$ cat src/rtl/wb_rr_arbiter_if.sv
// Bus bundle for the round-robin Wishbone arbiter: NM master ports plus one
// shared slave port. The "master" modport is the arbiter's view (it masters
// the shared slave bus); "slave" is the surrounding environment's view.
interface wb_rr_arbiter_if #(
    parameter int NM = 2,
    parameter int AW = 32,
    parameter int DW = 32
);
    // master-facing side
    logic [NM*AW-1:0]     wbm_adr_i;
    logic [NM*DW-1:0]     wbm_dat_i;
    logic [NM*(DW/8)-1:0] wbm_sel_i;
    logic [NM-1:0]        wbm_we_i;
    logic [NM-1:0]        wbm_cyc_i;
    logic [NM-1:0]        wbm_stb_i;
    logic [NM*3-1:0]      wbm_cti_i;
    logic [NM*2-1:0]      wbm_bte_i;
    logic [DW-1:0]        wbm_dat_o;
    logic [NM-1:0]        wbm_ack_o;
    logic [NM-1:0]        wbm_err_o;
    // slave-facing side
    logic [AW-1:0]        wbs_adr_o;
    logic [DW-1:0]        wbs_dat_o;
    logic [DW/8-1:0]      wbs_sel_o;
    logic                 wbs_we_o;
    logic                 wbs_cyc_o;
    logic                 wbs_stb_o;
    logic [2:0]           wbs_cti_o;
    logic [1:0]           wbs_bte_o;
    logic [DW-1:0]        wbs_dat_i;
    logic                 wbs_ack_i;
    logic                 wbs_err_i;

    modport master (
        input  wbm_adr_i, wbm_dat_i, wbm_sel_i, wbm_we_i, wbm_cyc_i, wbm_stb_i,
               wbm_cti_i, wbm_bte_i, wbs_dat_i, wbs_ack_i, wbs_err_i,
        output wbm_dat_o, wbm_ack_o, wbm_err_o, wbs_adr_o, wbs_dat_o, wbs_sel_o,
               wbs_we_o, wbs_cyc_o, wbs_stb_o, wbs_cti_o, wbs_bte_o
    );

    modport slave (
        output wbm_adr_i, wbm_dat_i, wbm_sel_i, wbm_we_i, wbm_cyc_i, wbm_stb_i,
               wbm_cti_i, wbm_bte_i, wbs_dat_i, wbs_ack_i, wbs_err_i,
        input  wbm_dat_o, wbm_ack_o, wbm_err_o, wbs_adr_o, wbs_dat_o, wbs_sel_o,
               wbs_we_o, wbs_cyc_o, wbs_stb_o, wbs_cti_o, wbs_bte_o
    );
endinterface

$ cat src/rtl/wb_rr_arbiter.sv
// Round-robin Wishbone B3 arbiter: NM masters share one slave port. The owner
// holds the bus while its cyc stays high; an ack watchdog turns a hung access
// into a one-cycle error to the owner.
module wb_rr_arbiter #(
    parameter int NM      = 2,
    parameter int AW      = 32,
    parameter int DW      = 32,
    parameter int TIMEOUT = 255,
    parameter int CW      = 8
) (
    input  logic                  wb_clk_i,
    input  logic                  wb_rst_n_i,
    wb_rr_arbiter_if.master       bus,
    output logic [NM-1:0]         grant_o
);
    localparam int IW = (NM > 1) ? $clog2(NM) : 1;
    localparam int SW = DW / 8;

    typedef enum logic [1:0] {IDLE, GRANT, TERR} state_t;

    state_t          state_q, state_d;
    logic [NM-1:0]   grant_q, grant_d;
    logic [IW-1:0]   last_q, last_d;   // last winner; doubles as owner index
    logic [CW-1:0]   wd_q;

    logic [IW-1:0]   win, idx, sel;
    logic            found;
    logic            own_cyc, own_stb, wd_hit;
    logic            cyc_o, stb_o;
    logic [NM-1:0]   ack_o, err_o;

    logic [AW-1:0]   s_adr;
    logic [DW-1:0]   s_dat;
    logic [SW-1:0]   s_sel;
    logic            s_we;
    logic [2:0]      s_cti;
    logic [1:0]      s_bte;

    assign own_cyc = bus.wbm_cyc_i[last_q];
    assign own_stb = own_cyc & bus.wbm_stb_i[last_q];
    assign wd_hit  = (TIMEOUT != 0) && (wd_q == CW'(TIMEOUT)) && own_stb &&
                     !bus.wbs_ack_i && !bus.wbs_err_i;

    // Round-robin search: first requester starting after the last winner
    always_comb begin
        win   = last_q;
        found = 1'b0;
        idx   = '0;
        for (int k = 1; k <= NM; k++) begin
            idx = IW'((int'(last_q) + k) % NM);
            if (!found && bus.wbm_cyc_i[idx]) begin
                found = 1'b1;
                win   = idx;
            end
        end
    end

    // Slave field mux: master 0 while idle, the owner otherwise
    always_comb begin
        sel   = (state_q == IDLE) ? '0 : last_q;
        s_adr = bus.wbm_adr_i[0 +: AW];
        s_dat = bus.wbm_dat_i[0 +: DW];
        s_sel = bus.wbm_sel_i[0 +: SW];
        s_we  = bus.wbm_we_i[0];
        s_cti = bus.wbm_cti_i[0 +: 3];
        s_bte = bus.wbm_bte_i[0 +: 2];
        for (int i = 1; i < NM; i++) begin
            if (sel == IW'(i)) begin
                s_adr = bus.wbm_adr_i[i*AW +: AW];
                s_dat = bus.wbm_dat_i[i*DW +: DW];
                s_sel = bus.wbm_sel_i[i*SW +: SW];
                s_we  = bus.wbm_we_i[i];
                s_cti = bus.wbm_cti_i[i*3 +: 3];
                s_bte = bus.wbm_bte_i[i*2 +: 2];
            end
        end
    end

    // Next-state and bus-control outputs
    always_comb begin
        state_d = state_q;
        grant_d = grant_q;
        last_d  = last_q;
        cyc_o   = 1'b0;
        stb_o   = 1'b0;
        ack_o   = '0;
        err_o   = '0;
        case (state_q)
            IDLE: begin
                if (found) begin
                    grant_d      = '0;
                    grant_d[win] = 1'b1;
                    last_d       = win;
                    state_d      = GRANT;
                end
            end
            GRANT: begin
                cyc_o = own_cyc;
                stb_o = own_stb;
                // gate with cyc so a late ack after the owner quits goes nowhere
                ack_o[last_q] = bus.wbs_ack_i & own_cyc;
                err_o[last_q] = bus.wbs_err_i & own_cyc;
                if (!own_cyc) begin
                    state_d = IDLE;
                    grant_d = '0;
                end else if (wd_hit) begin
                    state_d = TERR;
                end
            end
            TERR: begin
                // slave is released this cycle; any ack it returns is dropped
                err_o[last_q] = 1'b1;
                if (own_cyc) begin
                    state_d = GRANT;
                end else begin
                    state_d = IDLE;
                    grant_d = '0;
                end
            end
            default: begin
                state_d = IDLE;
                grant_d = '0;
            end
        endcase
    end

    // State, grant and round-robin pointer registers
    always_ff @(posedge wb_clk_i or negedge wb_rst_n_i) begin
        if (!wb_rst_n_i) begin
            state_q <= IDLE;
            grant_q <= '0;
            last_q  <= IW'(NM - 1);
        end else begin
            state_q <= state_d;
            grant_q <= grant_d;
            last_q  <= last_d;
        end
    end

    // Watchdog: counts stalled strobe cycles in GRANT, saturating at TIMEOUT
    always_ff @(posedge wb_clk_i or negedge wb_rst_n_i) begin
        if (!wb_rst_n_i) begin
            wd_q <= '0;
        end else if (state_q == GRANT && state_d == GRANT && own_stb &&
                     !bus.wbs_ack_i && !bus.wbs_err_i) begin
            if (wd_q != CW'(TIMEOUT)) wd_q <= wd_q + 1'b1;
        end else begin
            wd_q <= '0;
        end
    end

    assign grant_o       = grant_q;
    assign bus.wbm_dat_o = bus.wbs_dat_i;
    assign bus.wbm_ack_o = ack_o;
    assign bus.wbm_err_o = err_o;
    assign bus.wbs_cyc_o = cyc_o;
    assign bus.wbs_stb_o = stb_o;
    assign bus.wbs_adr_o = s_adr;
    assign bus.wbs_dat_o = s_dat;
    assign bus.wbs_sel_o = s_sel;
    assign bus.wbs_we_o  = s_we;
    assign bus.wbs_cti_o = s_cti;
    assign bus.wbs_bte_o = s_bte;
endmodule

$ cat src/flat_wrapper.sv
// flat-port wrapper written by rule: the top's interface ports become plain ports
module wb_rr_arbiter_flat 
#(
    parameter int NM      = 2,
    parameter int AW      = 32,
    parameter int DW      = 32,
    parameter int TIMEOUT = 255,
    parameter int CW      = 8
)
  (wb_clk_i, wb_rst_n_i, grant_o, bus_wbm_adr_i, bus_wbm_dat_i, bus_wbm_sel_i, bus_wbm_we_i, bus_wbm_cyc_i, bus_wbm_stb_i, bus_wbm_cti_i, bus_wbm_bte_i, bus_wbs_dat_i, bus_wbs_ack_i, bus_wbs_err_i, bus_wbm_dat_o, bus_wbm_ack_o, bus_wbm_err_o, bus_wbs_adr_o, bus_wbs_dat_o, bus_wbs_sel_o, bus_wbs_we_o, bus_wbs_cyc_o, bus_wbs_stb_o, bus_wbs_cti_o, bus_wbs_bte_o);
  wb_rr_arbiter_if #(.NM(NM), .AW(AW), .DW(DW)) bus_i ();
  input  logic wb_clk_i;
  input  logic wb_rst_n_i;
  output logic [NM-1:0] grant_o;
  input wire logic [$bits(bus_i.wbm_adr_i)-1:0] bus_wbm_adr_i;
  input wire logic [$bits(bus_i.wbm_dat_i)-1:0] bus_wbm_dat_i;
  input wire logic [$bits(bus_i.wbm_sel_i)-1:0] bus_wbm_sel_i;
  input wire logic [$bits(bus_i.wbm_we_i)-1:0] bus_wbm_we_i;
  input wire logic [$bits(bus_i.wbm_cyc_i)-1:0] bus_wbm_cyc_i;
  input wire logic [$bits(bus_i.wbm_stb_i)-1:0] bus_wbm_stb_i;
  input wire logic [$bits(bus_i.wbm_cti_i)-1:0] bus_wbm_cti_i;
  input wire logic [$bits(bus_i.wbm_bte_i)-1:0] bus_wbm_bte_i;
  input wire logic [$bits(bus_i.wbs_dat_i)-1:0] bus_wbs_dat_i;
  input wire logic [$bits(bus_i.wbs_ack_i)-1:0] bus_wbs_ack_i;
  input wire logic [$bits(bus_i.wbs_err_i)-1:0] bus_wbs_err_i;
  output wire logic [$bits(bus_i.wbm_dat_o)-1:0] bus_wbm_dat_o;
  output wire logic [$bits(bus_i.wbm_ack_o)-1:0] bus_wbm_ack_o;
  output wire logic [$bits(bus_i.wbm_err_o)-1:0] bus_wbm_err_o;
  output wire logic [$bits(bus_i.wbs_adr_o)-1:0] bus_wbs_adr_o;
  output wire logic [$bits(bus_i.wbs_dat_o)-1:0] bus_wbs_dat_o;
  output wire logic [$bits(bus_i.wbs_sel_o)-1:0] bus_wbs_sel_o;
  output wire logic [$bits(bus_i.wbs_we_o)-1:0] bus_wbs_we_o;
  output wire logic [$bits(bus_i.wbs_cyc_o)-1:0] bus_wbs_cyc_o;
  output wire logic [$bits(bus_i.wbs_stb_o)-1:0] bus_wbs_stb_o;
  output wire logic [$bits(bus_i.wbs_cti_o)-1:0] bus_wbs_cti_o;
  output wire logic [$bits(bus_i.wbs_bte_o)-1:0] bus_wbs_bte_o;
  assign bus_i.wbm_adr_i = bus_wbm_adr_i;
  assign bus_i.wbm_dat_i = bus_wbm_dat_i;
  assign bus_i.wbm_sel_i = bus_wbm_sel_i;
  assign bus_i.wbm_we_i = bus_wbm_we_i;
  assign bus_i.wbm_cyc_i = bus_wbm_cyc_i;
  assign bus_i.wbm_stb_i = bus_wbm_stb_i;
  assign bus_i.wbm_cti_i = bus_wbm_cti_i;
  assign bus_i.wbm_bte_i = bus_wbm_bte_i;
  assign bus_i.wbs_dat_i = bus_wbs_dat_i;
  assign bus_i.wbs_ack_i = bus_wbs_ack_i;
  assign bus_i.wbs_err_i = bus_wbs_err_i;
  assign bus_wbm_dat_o = bus_i.wbm_dat_o;
  assign bus_wbm_ack_o = bus_i.wbm_ack_o;
  assign bus_wbm_err_o = bus_i.wbm_err_o;
  assign bus_wbs_adr_o = bus_i.wbs_adr_o;
  assign bus_wbs_dat_o = bus_i.wbs_dat_o;
  assign bus_wbs_sel_o = bus_i.wbs_sel_o;
  assign bus_wbs_we_o = bus_i.wbs_we_o;
  assign bus_wbs_cyc_o = bus_i.wbs_cyc_o;
  assign bus_wbs_stb_o = bus_i.wbs_stb_o;
  assign bus_wbs_cti_o = bus_i.wbs_cti_o;
  assign bus_wbs_bte_o = bus_i.wbs_bte_o;
  wb_rr_arbiter #(.NM(NM), .AW(AW), .DW(DW), .TIMEOUT(TIMEOUT), .CW(CW)) u_core (.wb_clk_i(wb_clk_i), .wb_rst_n_i(wb_rst_n_i), .bus(bus_i), .grant_o(grant_o));
endmodule
$ cat config.mk
export PLATFORM = sky130hd
export DESIGN_NAME = wb_rr_arbiter_flat
export DESIGN_NICKNAME = d
export VERILOG_FILES = /design/src/rtl/wb_rr_arbiter_if.sv /design/src/rtl/wb_rr_arbiter.sv /design/src/flat_wrapper.sv
export SDC_FILE = /design/constraint.sdc
export NUM_CORES = 1
export LEC_CHECK = 0
export CAP_MARGIN = 25
export CORE_AREA = 2 2 116 118
export DETAILED_ROUTE_END_ITERATION = 8
export DIE_AREA = 0 0 118 120
export PLACE_DENSITY = 0.65
export SLEW_MARGIN = 20
export SYNTH_ARGS = -nofsm -noshare
export SYNTH_HDL_FRONTEND = slang
export SYNTH_SLANG_ARGS = --single-unit
$ cat constraint.sdc
create_clock -name wb_clk_i -period 2.1 [get_ports wb_clk_i]
set_input_delay 0.21 -clock wb_clk_i [delete_from_list [all_inputs] [get_ports wb_clk_i]]
set_output_delay 0.21 -clock wb_clk_i [all_outputs]
set_load 0.005 [all_outputs]
==> results.cfg <==
[grt]
track_usage = 0.195
grt_pass1_wl_mm = 19.7
grt_pass1_vias = 2866
overflow = 0
grt_max_degree = 14
antenna_found_initial = 0

[yosys]
synth.most_common_cell = mux2_2
synth_edf_count = 0
yosysTopAreaCellShare = 0.414
synthTopCellsByArea = mux2_2, dfrtp_1, buf_4, ha_1, buf_2
synth-seq-area-share = 0.162
yosys.area.top_type = mux2_2
async_flop_share = 1.00
synth_seq_cells = 13
synth_area_um2 = 2010
synth_commonest_cells = mux2_2, buf_4, dfrtp_1
synthCells = 209
synthDistinctLibCells = 39
avgSynthCellArea_um2 = 9.63
synth_ff_type = dfrtp_1
yosysWarnings = 0
syn_nets = 402

[die]
die_area_um2 = 14200
die_w_um = 118
die_h_um = 120
num_io_pins = 302
coreArea_um2 = 13000
rows = 42
initial_core_util = 0.155

[finish]
fin_cells = 632
fillers = 1336
multiInputGateArea_um2 = 1490
nets = 650
register_area_um2 = 327
area_growth_pct = 144
fin_area_um2 = 4900
fin_util = 0.378
n_antenna_cell = 0
drive_gt1_frac = 0.447

[clocking]
clock_path_buffers = 2
hold_buffers = 0
clock-sinks = 13
clock-root-buffer = clkbuf_16
clk_pin_slew_ns = 0.05
clk_latency_ns = 0.24
cts_tree = built
cts_made_buffers = 3
htree_num_levels = 1

[pwr]
p_int_mw = 2.86
p_per_area_nw_per_um2 = 904
switching_share = 0.355
seq_power_share = 0.074
p_clk_frac = 0.082
peakVddDrop_mv = 0.336
p_comb_frac = 0.844
p_leak_nw = 2.18
switching_power_mw = 1.58

[routing]
dr_total_vias = 2641
ant_nets = 0
drc_errors = 0
drt_first_pass_iters = 5
totalWireLength_mm = 14.9
drt_iter0_markers = 47
vias_per_cell = 4.18
routedWlPerCell_um = 23.6

[sta]
fin_setup_tns_ns = -0.0857
clock.fmax_mhz = 467
tightest_slew_ns = 0.659
period_share = 1.02
fin_crit_ns = 2.14
slew_violations = 0
final-setup-viol-count = 5
slew_headroom = 0.559
rsz0062_at_grt = true
skew_ns = 0.00131
hold_violations = 0
fin_ws_ns = -0.0415

[worst_setup_path]
end_kind = primary output
cp_max_fo = 5
start_kind = register
worstSetupPathType = reg2out
worstPathRequired_ns = 1.89
crit_arrival_ns = 1.93

[status]
violations = setup timing
status = finished with violations

[placement]
place_area_um2 = 4440
dp_hpwl_mm = 12.6
gp_congestion = 0.836
placed_cells_incl_taps = 594
portBuffers = 237
place_ws_ns = -0.0643

[job]
maxCapViolCount = 0

[worst_hold_path]
min-delay-path-class = in2async
[worst paths after layout]
check | slack [ns] | cells past startpoint | from | endpoint
max | -0.04 | 10 | u_core.state_q[1] | bus_wbs_adr_o[29]
min | 0.37 | 1 | wb_rst_n_i | u_core.wd_q[0]
max reg2reg | 0 | 8 | u_core.last_q | u_core.wd_q[6]
min reg2reg | 0.54 | 2 | u_core.grant_o[1] | u_core.grant_o[1]
max in group asynchronous | 1.30 | 1 | wb_rst_n_i | u_core.wd_q[4]
min in group wb_clk_i | 0.42 | 0 | bus_wbs_dat_i[0] | bus_wbm_dat_o[0]
[cell type report]
class	instances	share of cell area
clock inverter	1	0.00102
sequential	13	0.0666
multi-input combinational	148	0.305
inverter	6	0.00511
timing repair buffer	285	0.562
clock buffer	3	0.0153
tap	176	0.0449
[logic make-up (layout without fill, tap and decap cells)]
family / count (synthesis) / after routing / synth area share
multiplexers: 77 / 77 / 0.432
buffers and inverters: 48 / 295 / 0.160
AND/OR/NAND/NOR: 43 / 43 / 0.118
AO/OA/AOI/OAI: 19 / 19 / 0.0777
flip-flops: 13 / 13 / 0.162
adder cells (fa/ha/maj): 7 / 7 / 0.0410
XOR/XNOR: 2 / 2 / 0.00871
[through the flow]
step                hold WS (ns)  power [mW]
floorplan                -0.0856        1.56
global placement           0.420        3.21
detailed placement         0.420        3.22
CTS                        0.386        4.38
global route               0.411        4.64
finish                     0.374        4.43
[state kept, by name, summed over array words and instances, names as in the netlist]
register        flops
u_core.grant_o      2
u_core.last_q       1
u_core.state_q      2
u_core.wd_q         8
[worst max-delay path: stages (launching register included)]
cell and delay, ns:
dfrtp_1 0.37, inv_2 0.07, ha_4 0.17, inv_4 0.07, nand2_8 0.07, buf_6 0.13
buf_12 0.14, buf_16 0.13, buf_6 0.11, mux2_4 0.30, buf_6 0.12
[layer usage]
metal	GRT usage	wire, um	up-vias
li1	-	-	1226
met1	0.180	4780	1250
met2	0.409	8640	151
met3	0.0494	1030	14
met4	0.0633	476	0
met5	0	0	-
[what timing repair did]
action / CTS / global route
gates resized for setup: 260 / 46
setup endpoints to repair: 79 / 81
pin swaps: 3 / 6
cloned: 7 / 1
buffers inserted: 22 / 7
[power by group through the flow]
stage	Sequential (mW)	Clock [mW]	Combinational [mW]
after floorplan	0.327	0	1.23
after global placement	0.339	0	2.87
after detailed placement	0.338	0	2.88
after CTS	0.330	0.374	3.67
after global routing	0.331	0.382	3.92
final	0.327	0.363	3.74
[layout by cell type, fill, tap and decap left out, types with 4 or more instances in the layout]
master,n
buf_12,8
buf_16,7
buf_2,32
buf_4,26
buf_6,13
clkbuf_16,4
clkbuf_2,20
clkdlybuf4s15_1,7
clkdlybuf4s50_1,157
dfrtp_1,12
dlygate4sd2_1,10
ha_1,4
mux2_2,51
mux2_4,24
nand2_1,7
nor2_1,7
nor3_1,6
o21ai_0,5
(Power assumes the default switching activity.)
==> patch: new RTL, config.mk and constraints unchanged <==
`TIMEOUT` is set to 255 in 2 places; all go to 127.
--- a/src/rtl/wb_rr_arbiter.sv
+++ b/src/rtl/wb_rr_arbiter.sv
@@ -6,5 +6,5 @@
     parameter int AW      = 32,
     parameter int DW      = 32,
-    parameter int TIMEOUT = 255,
+    parameter int TIMEOUT = 127,
     parameter int CW      = 8
 ) (
--- a/src/flat_wrapper.sv
+++ b/src/flat_wrapper.sv
@@ -5,5 +5,5 @@
     parameter int AW      = 32,
     parameter int DW      = 32,
-    parameter int TIMEOUT = 255,
+    parameter int TIMEOUT = 127,
     parameter int CW      = 8
 )
Check against the original RTL: same outputs for any inputs over 4 cycles, from zero or initial values and one cycle with wb_rst_n_i low; that may be too few to reach the edited logic, so the function may still have changed.
==> patch against the unedited design <==
  * The run still ends with setup timing left
  * Synthesized area decreased by 1.4%
  * Synthesized cell count decreased by 0.96%
  * Sequential cell count unchanged
  * Routed wire length decreased by 10%
  * Global-route usage decreased by 1.5 points
  * Sequential share of layout area about the same
  * Design area increased by 0.10%
  * Sequential power decreased by 3%
  * Power decreased by 4.1%
  * Count of clock-buffer cells in the layout unchanged
  * Worst setup slack improved by 0.020 ns
==> patch: results (changes against the unedited design) <==
vias=2620 (was 2641); routability cong.=0.841 (was 0.836); most frequent cells after synthesis=75 x mux2_2, 33 x buf_4, 12 x dfrtp_1, 12 x o21ai_0, 9 x buf_2 (was 74 x mux2_2, 32 x buf_4, 12 x dfrtp_1, 8 x nand2_1, 7 x nor2_1); final hold slack=0.338 ns (was 0.374 ns); Final setup viols=1 (was 5); Detailed Place HPWL=10.4 mm (was 12.6 mm); DR iter-0 viols=95 (was 47); Initial DRT Pass Iterations=4 (was 5); Fillers=1306 (was 1336); VDD IR max=526 uV (was 336 uV); final worst slack=-0.0218 ns (was -0.0415 ns); post-synth cell types=32 (was 39); setup TNS=-0.0218 ns (was -0.0857 ns); Data arrival, critical path=1.91 ns (was 1.93 ns); flop-to-flop setup slack=0.34 ns (was 0 ns); vias in the first global route=2778 (was 2866); R2R Path End=u_core.wd_q[3]$_DFFE_PN0P_ (was u_core.wd_q[6]$_DFFE_PN0P_); Worst R2R Path Depth=6 (was 8); Static Leak=2.21 nW (was 2.18 nW); sequential-to-total area share from yosys stat=16.5% (was 16.2%); GRT Util Overall=18.0% (was 19.5%); Placement Cell Area=4430 sq um (was 4440 sq um); initial antenna violation count=5 (was 0); status=complete, but fails checks (unchanged); worst-path maximum fanout=4 (was 5); clock skew=0.000695 ns (was 0.00131 ns); CP max stage delay=0.54 ns (was 0.37 ns); synth top area cells=mux2_2 43%, dfrtp_1 15%, buf_4 12% (was mux2_2 41%, dfrtp_1 15%, buf_4 12%); slowest CP cell=dfstp_2 (was dfrtp_1); share of post-route cells with drive strength above 1=44.0% (was 44.7%); Post-Syn Nets=400 (was 402); worst-margin pin slew=0.597 ns (was 0.659 ns); crit path launch=u_core.last_q$_DFFE_PN1P_ (was u_core.state_q[1]$_DFF_PN0_); violated checks=setup timing (unchanged)
==> patch: cell types whose count changed after synthesis, moves of 3 or more <==
cell	change
o21ai_0	+7
buf_2	+3
nand3_1	+4
nor4_1	-3
nand4_1	-3
nor2b_1	+3
nand2b_1	+3
==> patch: what timing repair did <==
action	4_1_cts	5_1_grt
cloned	6	0
endpoints found under the hold margin	0	0
buffers inserted	23	4
pin swaps	2	1
resized for setup	271	68
setup endpoints to repair	80	73
==> patch: layout make-up <==
cell class / instances / area (sq um) / area share [%]
Inverter: 4 / 15.0 / 0.306
Clock inverter: 1 / 5.00 / 0.102
Tap cell: 176 / 220 / 4.49
Clock buffer: 3 / 75.1 / 1.53
Sequential cell: 13 / 327 / 6.66
Antenna cell: 4 / 10.0 / 0.204
Timing Repair Buffer: 279 / 2750 / 56.0
Multi-Input combinational cell: 148 / 1510 / 30.7
==> patch: cell families after synthesis <==
family	Yosys count	synth area share, %
multiplexers	77	43.6
buffers and inverters	46	15.5
AND/OR/NAND/NOR	40	12.6
AO/OA/AOI/OAI	23	7.26
flip-flops	13	16.5
adder cells (fa/ha/maj)	7	4.16
XOR/XNOR	1	0.442
==> patch: through the flow <==
stage / cells / worst slack (ns)
after floorplan: 207 / 0.271
after global placement: 591 / -0.000661
after detailed placement: 591 / -0.0547
after CTS: 624 / -0.105
after global routing: 625 / -0.0835
final: 628 / -0.0218
==> patch: power breakdown <==
group	leakage (nW)	switching (mW)	internal, mW	total, mW
Combinational	2.00	1.32	2.24	3.56
Sequential	0.174	0.0232	0.294	0.317
Clock	0.0409	0.123	0.255	0.377
Total	2.21	1.46	2.79	4.25
==> patch: metal layers <==
metal  global-route usage, %  vias up  wire, um
li1                        -     1204         -
met1                    22.4     1218      5610
met2                    26.9      176      5910
met3                    9.36       18      1570
met4                    5.87        4       295
met5                       0        -        24
